--- config.mk ---
export PLATFORM = sky130hd
export DESIGN_NAME = param_sample_buffer
export DESIGN_NICKNAME = d
export VERILOG_FILES = /design/src/rtl/sample_buf_pkg.sv /design/src/rtl/sample_buf_ram.sv /design/src/rtl/param_sample_buffer.sv
export SDC_FILE = /design/constraint.sdc
export NUM_CORES = 1
export LEC_CHECK = 0
export ABC_AREA = 1
export BUFFER_PORTS_ARGS = -buffer_cell sky130_fd_sc_hd__clkbuf_2
export CAP_MARGIN = 20
export CORE_UTILIZATION = 35
export DETAILED_ROUTE_END_ITERATION = 12
export GPL_TIMING_DRIVEN = 0
export PLACE_DENSITY = 0.61
export SYNTH_ARGS = -nofsm -noshare
export SYNTH_HDL_FRONTEND = slang
export SYNTH_SLANG_ARGS = --single-unit
--- constraint.sdc ---
create_clock -name clk -period 2 [get_ports clk]
set_input_delay 0.3 -clock clk [delete_from_list [all_inputs] [get_ports clk]]
set_output_delay 0.3 -clock clk [all_outputs]
set_load 0.03 [all_outputs]
--- src/rtl/sample_buf_pkg.sv ---
// Shared types for the sample capture buffer: the capture FSM state encoding.
package sample_buf_pkg;

  typedef enum logic [1:0] {
    IDLE    = 2'd0,
    CAPTURE = 2'd1,
    FROZEN  = 2'd2
  } buf_state_e;

endpackage

--- src/rtl/sample_buf_ram.sv ---
// Simple dual-port sample storage: one write port, one registered read port.
// Array contents are never reset; only the read output register is.
module sample_buf_ram #(
  parameter int DATA_W = 8,
  parameter int DEPTH  = 16
) (
  input  logic                     clk,
  input  logic                     rst_n,
  input  logic                     we,
  input  logic [$clog2(DEPTH)-1:0] waddr,
  input  logic [DATA_W-1:0]        wdata,
  input  logic                     re,
  input  logic [$clog2(DEPTH)-1:0] raddr,
  output logic [DATA_W-1:0]        rdata
);

  logic [DATA_W-1:0] mem [DEPTH];
  logic [DATA_W-1:0] rdata_q;
  logic [DATA_W-1:0] rdata_d;

  always_ff @(posedge clk) begin
    if (we) mem[waddr] <= wdata;
  end

  // Read samples the array before this edge's write lands (read-before-write).
  always_comb begin
    rdata_d = rdata_q;
    if (re) rdata_d = mem[raddr];
  end

  always_ff @(posedge clk or negedge rst_n) begin
    if (!rst_n) rdata_q <= '0;
    else        rdata_q <= rdata_d;
  end

  assign rdata = rdata_q;

endmodule

--- src/rtl/param_sample_buffer.sv ---
// Circular sample capture buffer with stop-when-full or overwrite-oldest modes.
// Optional SAMPLE_BUF_STATS_EN adds a 32-bit total accepted-write counter port.
module param_sample_buffer
  import sample_buf_pkg::*;
#(
  parameter int DATA_W = 8,
  parameter int DEPTH  = 16
) (
  input  logic                     clk,
  input  logic                     rst_n,
  input  logic                     enable,
  input  logic                     mode_ovw,
  input  logic                     clear,
  input  logic                     wr_valid,
  input  logic [DATA_W-1:0]        wr_data,
  output logic                     wr_ready,
  input  logic                     rd_req,
  input  logic [$clog2(DEPTH)-1:0] rd_idx,
  output logic                     rd_valid,
  output logic [DATA_W-1:0]        rd_data,
  output logic [$clog2(DEPTH):0]   count,
  output logic                     full,
  output logic                     empty,
  output logic                     overflow,
  output logic                     frozen
`ifdef SAMPLE_BUF_STATS_EN
  ,
  output logic [31:0]              total_cnt
`endif
);

  localparam int AW = $clog2(DEPTH);
  localparam int CW = AW + 1;

  buf_state_e        state_q, state_d;
  logic [AW-1:0]     wr_ptr_q, wr_ptr_d;
  logic [AW-1:0]     old_ptr_q, old_ptr_d;
  logic [CW-1:0]     count_q, count_d;
  logic              ovf_q, ovf_d;
  logic              rd_valid_q, rd_valid_d;
  logic              rd_zero_q, rd_zero_d;
  logic              wr_acc;
  logic [AW-1:0]     rd_addr;
  logic [DATA_W-1:0] ram_rdata;

  assign full   = (count_q == CW'(DEPTH));
  assign empty  = (count_q == '0);
  // A clear in the same cycle drops the write entirely.
  assign wr_acc = wr_valid && wr_ready && !clear;

  always_ff @(posedge clk or negedge rst_n) begin
    if (!rst_n) state_q <= IDLE;
    else        state_q <= state_d;
  end

  always_comb begin
    state_d = state_q;
    if (clear) begin
      state_d = enable ? CAPTURE : IDLE;
    end else begin
      case (state_q)
        IDLE:    if (enable) state_d = CAPTURE;
        CAPTURE: begin
          if (wr_acc && !mode_ovw && count_q == CW'(DEPTH - 1)) state_d = FROZEN;
          else if (!enable)                                       state_d = IDLE;
        end
        FROZEN:  state_d = FROZEN;
        default: state_d = IDLE;
      endcase
    end
  end

  always_comb begin
    wr_ready = (state_q == CAPTURE) && (!full || mode_ovw);
    frozen   = (state_q == FROZEN);
  end

  always_comb begin
    wr_ptr_d  = wr_ptr_q;
    old_ptr_d = old_ptr_q;
    count_d   = count_q;
    ovf_d     = ovf_q;
    if (clear) begin
      wr_ptr_d  = '0;
      old_ptr_d = '0;
      count_d   = '0;
      ovf_d     = 1'b0;
    end else if (wr_acc) begin
      wr_ptr_d = wr_ptr_q + 1'b1;
      if (full) begin
        old_ptr_d = old_ptr_q + 1'b1;
        ovf_d     = 1'b1;
      end else begin
        count_d = count_q + 1'b1;
      end
    end
  end

  // Out-of-range check uses the pre-write count, matching the RAM's read-before-write.
  always_comb begin
    rd_valid_d = rd_req;
    rd_zero_d  = rd_zero_q;
    if (rd_req) rd_zero_d = ({1'b0, rd_idx} >= count_q);
  end

  always_ff @(posedge clk or negedge rst_n) begin
    if (!rst_n) begin
      wr_ptr_q   <= '0;
      old_ptr_q  <= '0;
      count_q    <= '0;
      ovf_q      <= 1'b0;
      rd_valid_q <= 1'b0;
      rd_zero_q  <= 1'b0;
    end else begin
      wr_ptr_q   <= wr_ptr_d;
      old_ptr_q  <= old_ptr_d;
      count_q    <= count_d;
      ovf_q      <= ovf_d;
      rd_valid_q <= rd_valid_d;
      rd_zero_q  <= rd_zero_d;
    end
  end

  assign rd_addr = old_ptr_q + rd_idx;

  sample_buf_ram #(
    .DATA_W (DATA_W),
    .DEPTH  (DEPTH)
  ) u_ram (
    .clk   (clk),
    .rst_n (rst_n),
    .we    (wr_acc),
    .waddr (wr_ptr_q),
    .wdata (wr_data),
    .re    (rd_req),
    .raddr (rd_addr),
    .rdata (ram_rdata)
  );

  assign rd_valid = rd_valid_q;
  assign rd_data  = rd_zero_q ? '0 : ram_rdata;
  assign count    = count_q;
  assign overflow = ovf_q;

`ifdef SAMPLE_BUF_STATS_EN
  logic [31:0] total_q, total_d;

  always_comb begin
    total_d = total_q;
    if (clear)       total_d = '0;
    else if (wr_acc) total_d = total_q + 32'd1;
  end

  always_ff @(posedge clk or negedge rst_n) begin
    if (!rst_n) total_q <= '0;
    else        total_q <= total_d;
  end

  assign total_cnt = total_q;
`endif

endmodule

# Yosys cells after proc, flatten, opt, wreduce, memory -nomap -nowiden
# Memory sizes are Yosys's and may differ from the RTL's. A register that Yosys moved wholly into a read port is not among the register bits.
# Cells that the tools add are included.
# totals
mem_count	1
latchBits	0
input_bits	19
mem_bits_rw	128
rom_bits	0
reg_bits	18
# mem_list
name	words	width	rd	rd_clocked_by_memory_dff	write_ports	line_no	source
u_ram.mem	16	8	1	1	1	sample_buf_ram.sv:17	logic [DATA_W-1:0] mem [DEPTH];
# classes
mul	0
n_reduce_logical	17
addsub	4
muxes	20
n_lt_le_gt_ge	1
bitwise	0
shifts	0
n_eq_ne	7
div_mod_pow	0
# op_table
op	count
4-bit 2-to-1 mux	5
5-bit 2-to-1 mux	3
4-bit by 1-bit adder with 4-bit output (second input constant)	2
2-bit 2-to-1 mux	4
8-bit 2-to-1 mux	1
1-bit 2-to-1 mux	6
2-bit case mux with 3 select lines	1
2-bit AND reduction	3
5-bit by 1-bit adder with 5-bit output (second input constant)	1
5-bit by 4-bit equality test with 1-bit output (second input constant)	1
5-bit equality test (second input constant)	1
4-bit by 5-bit >= comparator with 1-bit output	1
1-bit logical AND	5
5-bit zero test	1
4-bit adder	1
1-bit zero test	4
4-bit inequality test (second input constant)	1
2-bit nonzero test	2
3-bit inequality test (second input constant)	1
2-bit by 1-bit equality test with 1-bit output (second input constant)	1
2-bit equality test (second input constant)	1
2-bit zero test	1
2-bit inequality test (second input constant)	1
1-bit logical OR	1

# Longest topological paths before layout
# logic_depth
ltp_word	11
mapped_depth	12

# Modules after synthesis
# From an unflattened synthesis, not the netlist that was laid out.
# unflattened
cells_unflattened	640
hier_area_um2	6904.1
# by_module_without_submodules
module	seq_area_each_um2	instances	area_each_um2	cells_each
sample_buf_ram	4043.9	1	5635.4	483
param_sample_buffer	450.4	1	1268.7	157

# Worst setup path after synthesis
# No wires, ideal clock.
# synth_path
kind	register to register
start	register count_q[0], in the netlist count[0]
end	memory u_ram.mem[11][0], enable pin
arrival_ns	2.177
period_less_slack_ns	2.561
setup_time_ns	0.383
path_slack_ns	-0.561
path_stages_with_launch	8
path_cell_list	dfrtp_1 inv_1 ha_1 nand4_1 nand2_1 inv_1 nand3_1 nor3_1
# synth_between
elab_chain_cells	8
# synth_lines
element	line_no	source
start: declaration	param_sample_buffer.sv:38	logic [CW-1:0] count_q, count_d;
start signal: assignment	param_sample_buffer.sv:117	count_q <= count_d;
5-bit equality test	param_sample_buffer.sv:46	assign full = (count_q == CW'(DEPTH));
1-bit zero test	param_sample_buffer.sv:74	wr_ready = (state_q == CAPTURE) && (!full || mode_ovw);
1-bit logical OR	param_sample_buffer.sv:74	
1-bit logical AND	param_sample_buffer.sv:74	
via wr_ready	param_sample_buffer.sv:16	output logic wr_ready,
1-bit logical AND (2 in a row)	param_sample_buffer.sv:49	assign wr_acc = wr_valid && wr_ready && !clear;
1-bit 2-to-1 mux	sample_buf_ram.sv:22	if (we) mem[waddr] <= wdata;
1-bit 2-to-1 mux (implied by the code)	sample_buf_ram.sv:22	
end: declaration	sample_buf_ram.sv:17	
# The timed path passes the listed nets, and every way through them passes these cells.

# Worst setup path after layout
# layout_path
start	register old_ptr_q[0]
end	register u_ram.rdata_q[3], in the netlist u_ram.rdata[3], read port of u_ram.mem
# layout_between
elab_chain_cells	1
# layout_lines
element	line_no	source
start: declaration	param_sample_buffer.sv:37	logic [AW-1:0] old_ptr_q, old_ptr_d;
start signal: assignment	param_sample_buffer.sv:116	old_ptr_q <= old_ptr_d;
4-bit adder	param_sample_buffer.sv:124	assign rd_addr = old_ptr_q + rd_idx;
end: declaration	sample_buf_ram.sv:18	logic [DATA_W-1:0] rdata_q;
# Every way passes these cells.
# A chain may end at the register's enable or synchronous reset.

==> qor.txt <==
num ports: 38
clock transition at the registers of the reported paths: 0.06 ns
largest net degree at the start of global routing: 27
antenna violations before repair: 0
worst-skew pair later-pin latency: 0.43 ns
CTS tree: yes
Die Ht: 146 µm
clk_skew: 0.0151 ns
worst setup slack after layout: -0.130 ns
Starting Density: 35.7%
Switch Pwr: 1.76 mW
max frequency: 0.470 GHz
CP peak stage delay: 0.59 ns
Sw Ratio: 24.0%
commonest non-fill, non-tap cells in the layout: 234 x nand2_1, 158 x inv_1, 128 x edfxtp_1
share of layout cells above drive strength 1: 21.1%
leading area contributor after synthesis: edfxtp_1
initial DRC count: 381
Avg Vias per Cell: 4.60
clock buffer depth: 2
Period minus WS final: 2.13 ns
worst setup path class: reg2reg
Hold Vio Cnt, Final: 0
Distinct cells, synth: 24
commonest non-fill, non-tap cell in the layout: nand2_1
met2 Usage GRT: 26.6%
Initial DRT Pass Iterations: 5
Post-synth EDFFs: 128
failing checks: setup timing
Cell Area, Synth: 7250 µm²
Seq pwr share: 48.2%
Pwr Density: 804 nW/µm²
max-slew violations: 0
Final Wtd Congestion: 0.837
Synth area leaders: edfxtp_1 53%, nand2_1 13%, dfrtp_1 9.0%
YS warnings: 0
Inserted Diodes: 0
max_slew headroom: 55.0%
CP Buf/Inv Count: 3
Slowest cell on crit path: fa_2
layer carrying the most global-route usage: met2
fin crit share: 106%
status: finished, violations left
# nets final: 904
DRC errors left: 0
Avg Inst Size Synth: 9.26 µm²
fin util: 45.0%
CP Data Arrival Time: 2.49 ns
GR Overflow Total: 0
total power: 7.34 mW
Int Pwr: 5.58 mW
worst slew pin tran: 0.675 ns
CP endpoint kind: flop
RSZ-0062 raised after global routing: yes
power share of the clock group: 42.1%
met3 Use GR: 3.10%
critical path required time: 2.36 ns
std cell rows: 52
Die ar.: 21,300 µm²
GRT met1 Usage: 22.3%
Yosys top cell area share: 53.0%
Final TNS setup: -0.917 ns
P_leak: 4.28 nW
Synth Instances: 783
worst vdd rail ir drop: 767 µV
Hold Crit Class: in2reg
# setup viols final: 8
wire per inst: 14.7 µm
Seq/Total Area, Yosys: 62.0%
FILL cells: 1,898
H-tree depth: 4
GRT Overall Usage: 16.8%
IO Port Bufs: 37
Comb pwr share: 9.6%
Root Driver: clkbuf_16
Cell Chain, Critical Path: ha_2, inv_2, fa_2, buf_6, clkbuf_16, nand3_1, nand2_2, nand2_2, nand3_2, nand3_2, nand2_1
Synth Register Bits: 154
delay-heaviest family, CP: adder cells
ys flop type: edfxtp_1
CP max FO: 10
Sink Count: 154
Routed Antenna Nets: 0
via count of the first global-routing pass: 5,197
Worst setup SP type: flop
area grow syn2layout: 25.9%
total CTS buffers: 17
Post-DP HPWL: 11,400 µm
FFs w/ async S/R, synth: 16.9%
Post-Syn Nets: 818
vias after detailed routing: 5,299
Total Wirelength: 16,900 µm
core area: 20,300 µm²
first-pass GRT wire length: 26,900 µm
max cap viols: 0
die width: 146 µm
-- power groups by stage --
stage               clock network [mW]  logic, mW  registers (mW)
floorplan                            0      0.347            3.61
global placement                     0      0.571            3.61
detailed placement                   0      0.577            3.61
CTS                               3.14      0.684            3.54
global route                      3.29      0.779            3.54
finish                            3.09      0.708            3.54
-- metrics by stage --
step           hold slack (ns)  instances  area, µm²  setup slack, ns
6_report                 0.132       1152       9130           -0.130
3_5_place_dp             0.359       1096       7870           -0.636
4_1_cts                  0.115       1147       9010           -0.147
3_3_place_gp             0.359       1090       7840           -0.748
2_1_floorplan          0.00441        783       7310           -0.140
5_1_grt                  0.144       1152       9130           -0.200
-- layout make-up --
| class | instances | area (µm²) | share of cell area [%] |
|---|---|---|---|
| sequential | 154 | 4500 | 49.3 |
| multi-input combinational | 436 | 2370 | 26.0 |
| inverter | 168 | 641 | 7.02 |
| clock buffer | 22 | 518 | 5.67 |
| timing repair buffer | 68 | 512 | 5.61 |
| tap | 270 | 338 | 3.70 |
| buffer | 24 | 190 | 2.08 |
| clock inverter | 10 | 58.8 | 0.644 |
-- flip-flops by register name (all words and copies together) (netlist names) --
register / count
rd_valid: 1
u_ram.rdata: 8
count: 5
wr_ptr_q: 4
rd_zero_q: 1
old_ptr_q: 4
u_ram.mem: 128
state_q: 2
overflow: 1
-- per-layer routing --
| metal | wire [µm] | vias up | part of all wire (%) |
|---|---|---|---|
| met5 | 0 | - | 0 |
| met4 | 416 | 0 | 2.5 |
| met3 | 932 | 29 | 5.5 |
| met2 | 8060 | 144 | 48 |
| met1 | 7500 | 2482 | 44 |
| li1 | - | 2644 | - |
-- path summary, 6_finish.rpt --
path | from | end | slack (ns) | cells after the start
setup / recovery | old_ptr_q[0]$_DFFE_PN0P_ | u_ram.rdata[3]$_DFFE_PN0P_ | -0.13 | 11
hold / removal | enable | state_q[0]$_DFFE_PN0P_ | 0.13 | 3
setup reg to reg | old_ptr_q[0]$_DFFE_PN0P_ | u_ram.rdata[3]$_DFFE_PN0P_ | -0.13 | 11
hold reg to reg | u_ram.rdata[6]$_DFFE_PN0P_ | u_ram.rdata[6]$_DFFE_PN0P_ | 0.47 | 2
max in group asynchronous | rst_n | count[1]$_DFFE_PN0P_ | 1.08 | 2
min in group asynchronous | rst_n | count[3]$_DFFE_PN0P_ | 0.44 | 2
-- synthesized netlist by cell type, types with 2 or more instances --
cell        n
ha_1       15
nand3_1   105
o21ai_0    13
inv_1     164
nor2_1     27
a21oi_1     2
buf_2      11
nand4_1     5
xor2_1      2
nand2_1   246
clkbuf_1   13
inv_2       3
edfxtp_1  128
nor3_1     14
dfrtp_1    26
-- what timing repair did --
item,in CTS,in global routing
cloned,1,0
endpoints found under the hold margin,27,0
pin swaps,26,11
endpoints found under the setup margin,123,79
resized for setup,82,23
setup buffers,17,5
hold buffers,2,0
-- worst register-to-register path, delay by kind of cell (launching register included) --
kind                       cells  cell delay [ns]
buffers and inverters          3             0.35
adders and majority gates      2             0.79
DFF                            1             0.37
and+or+nand+nor                6             0.53
-- cells by family (layout without fill, tap and decap cells) --
kind of cell    count (synthesis)  count (layout)  share of synthesized area (%)
compound gates                 16              16                           1.14
buf+inv                       193             292                           10.3
simple gates                  400             400                           23.1
xor+xnor                        4               4                          0.587
fa+ha+maj                      16              16                           2.86
flops                         154             154                           62.0
Note: power is estimated with default switching activity, not from simulation.
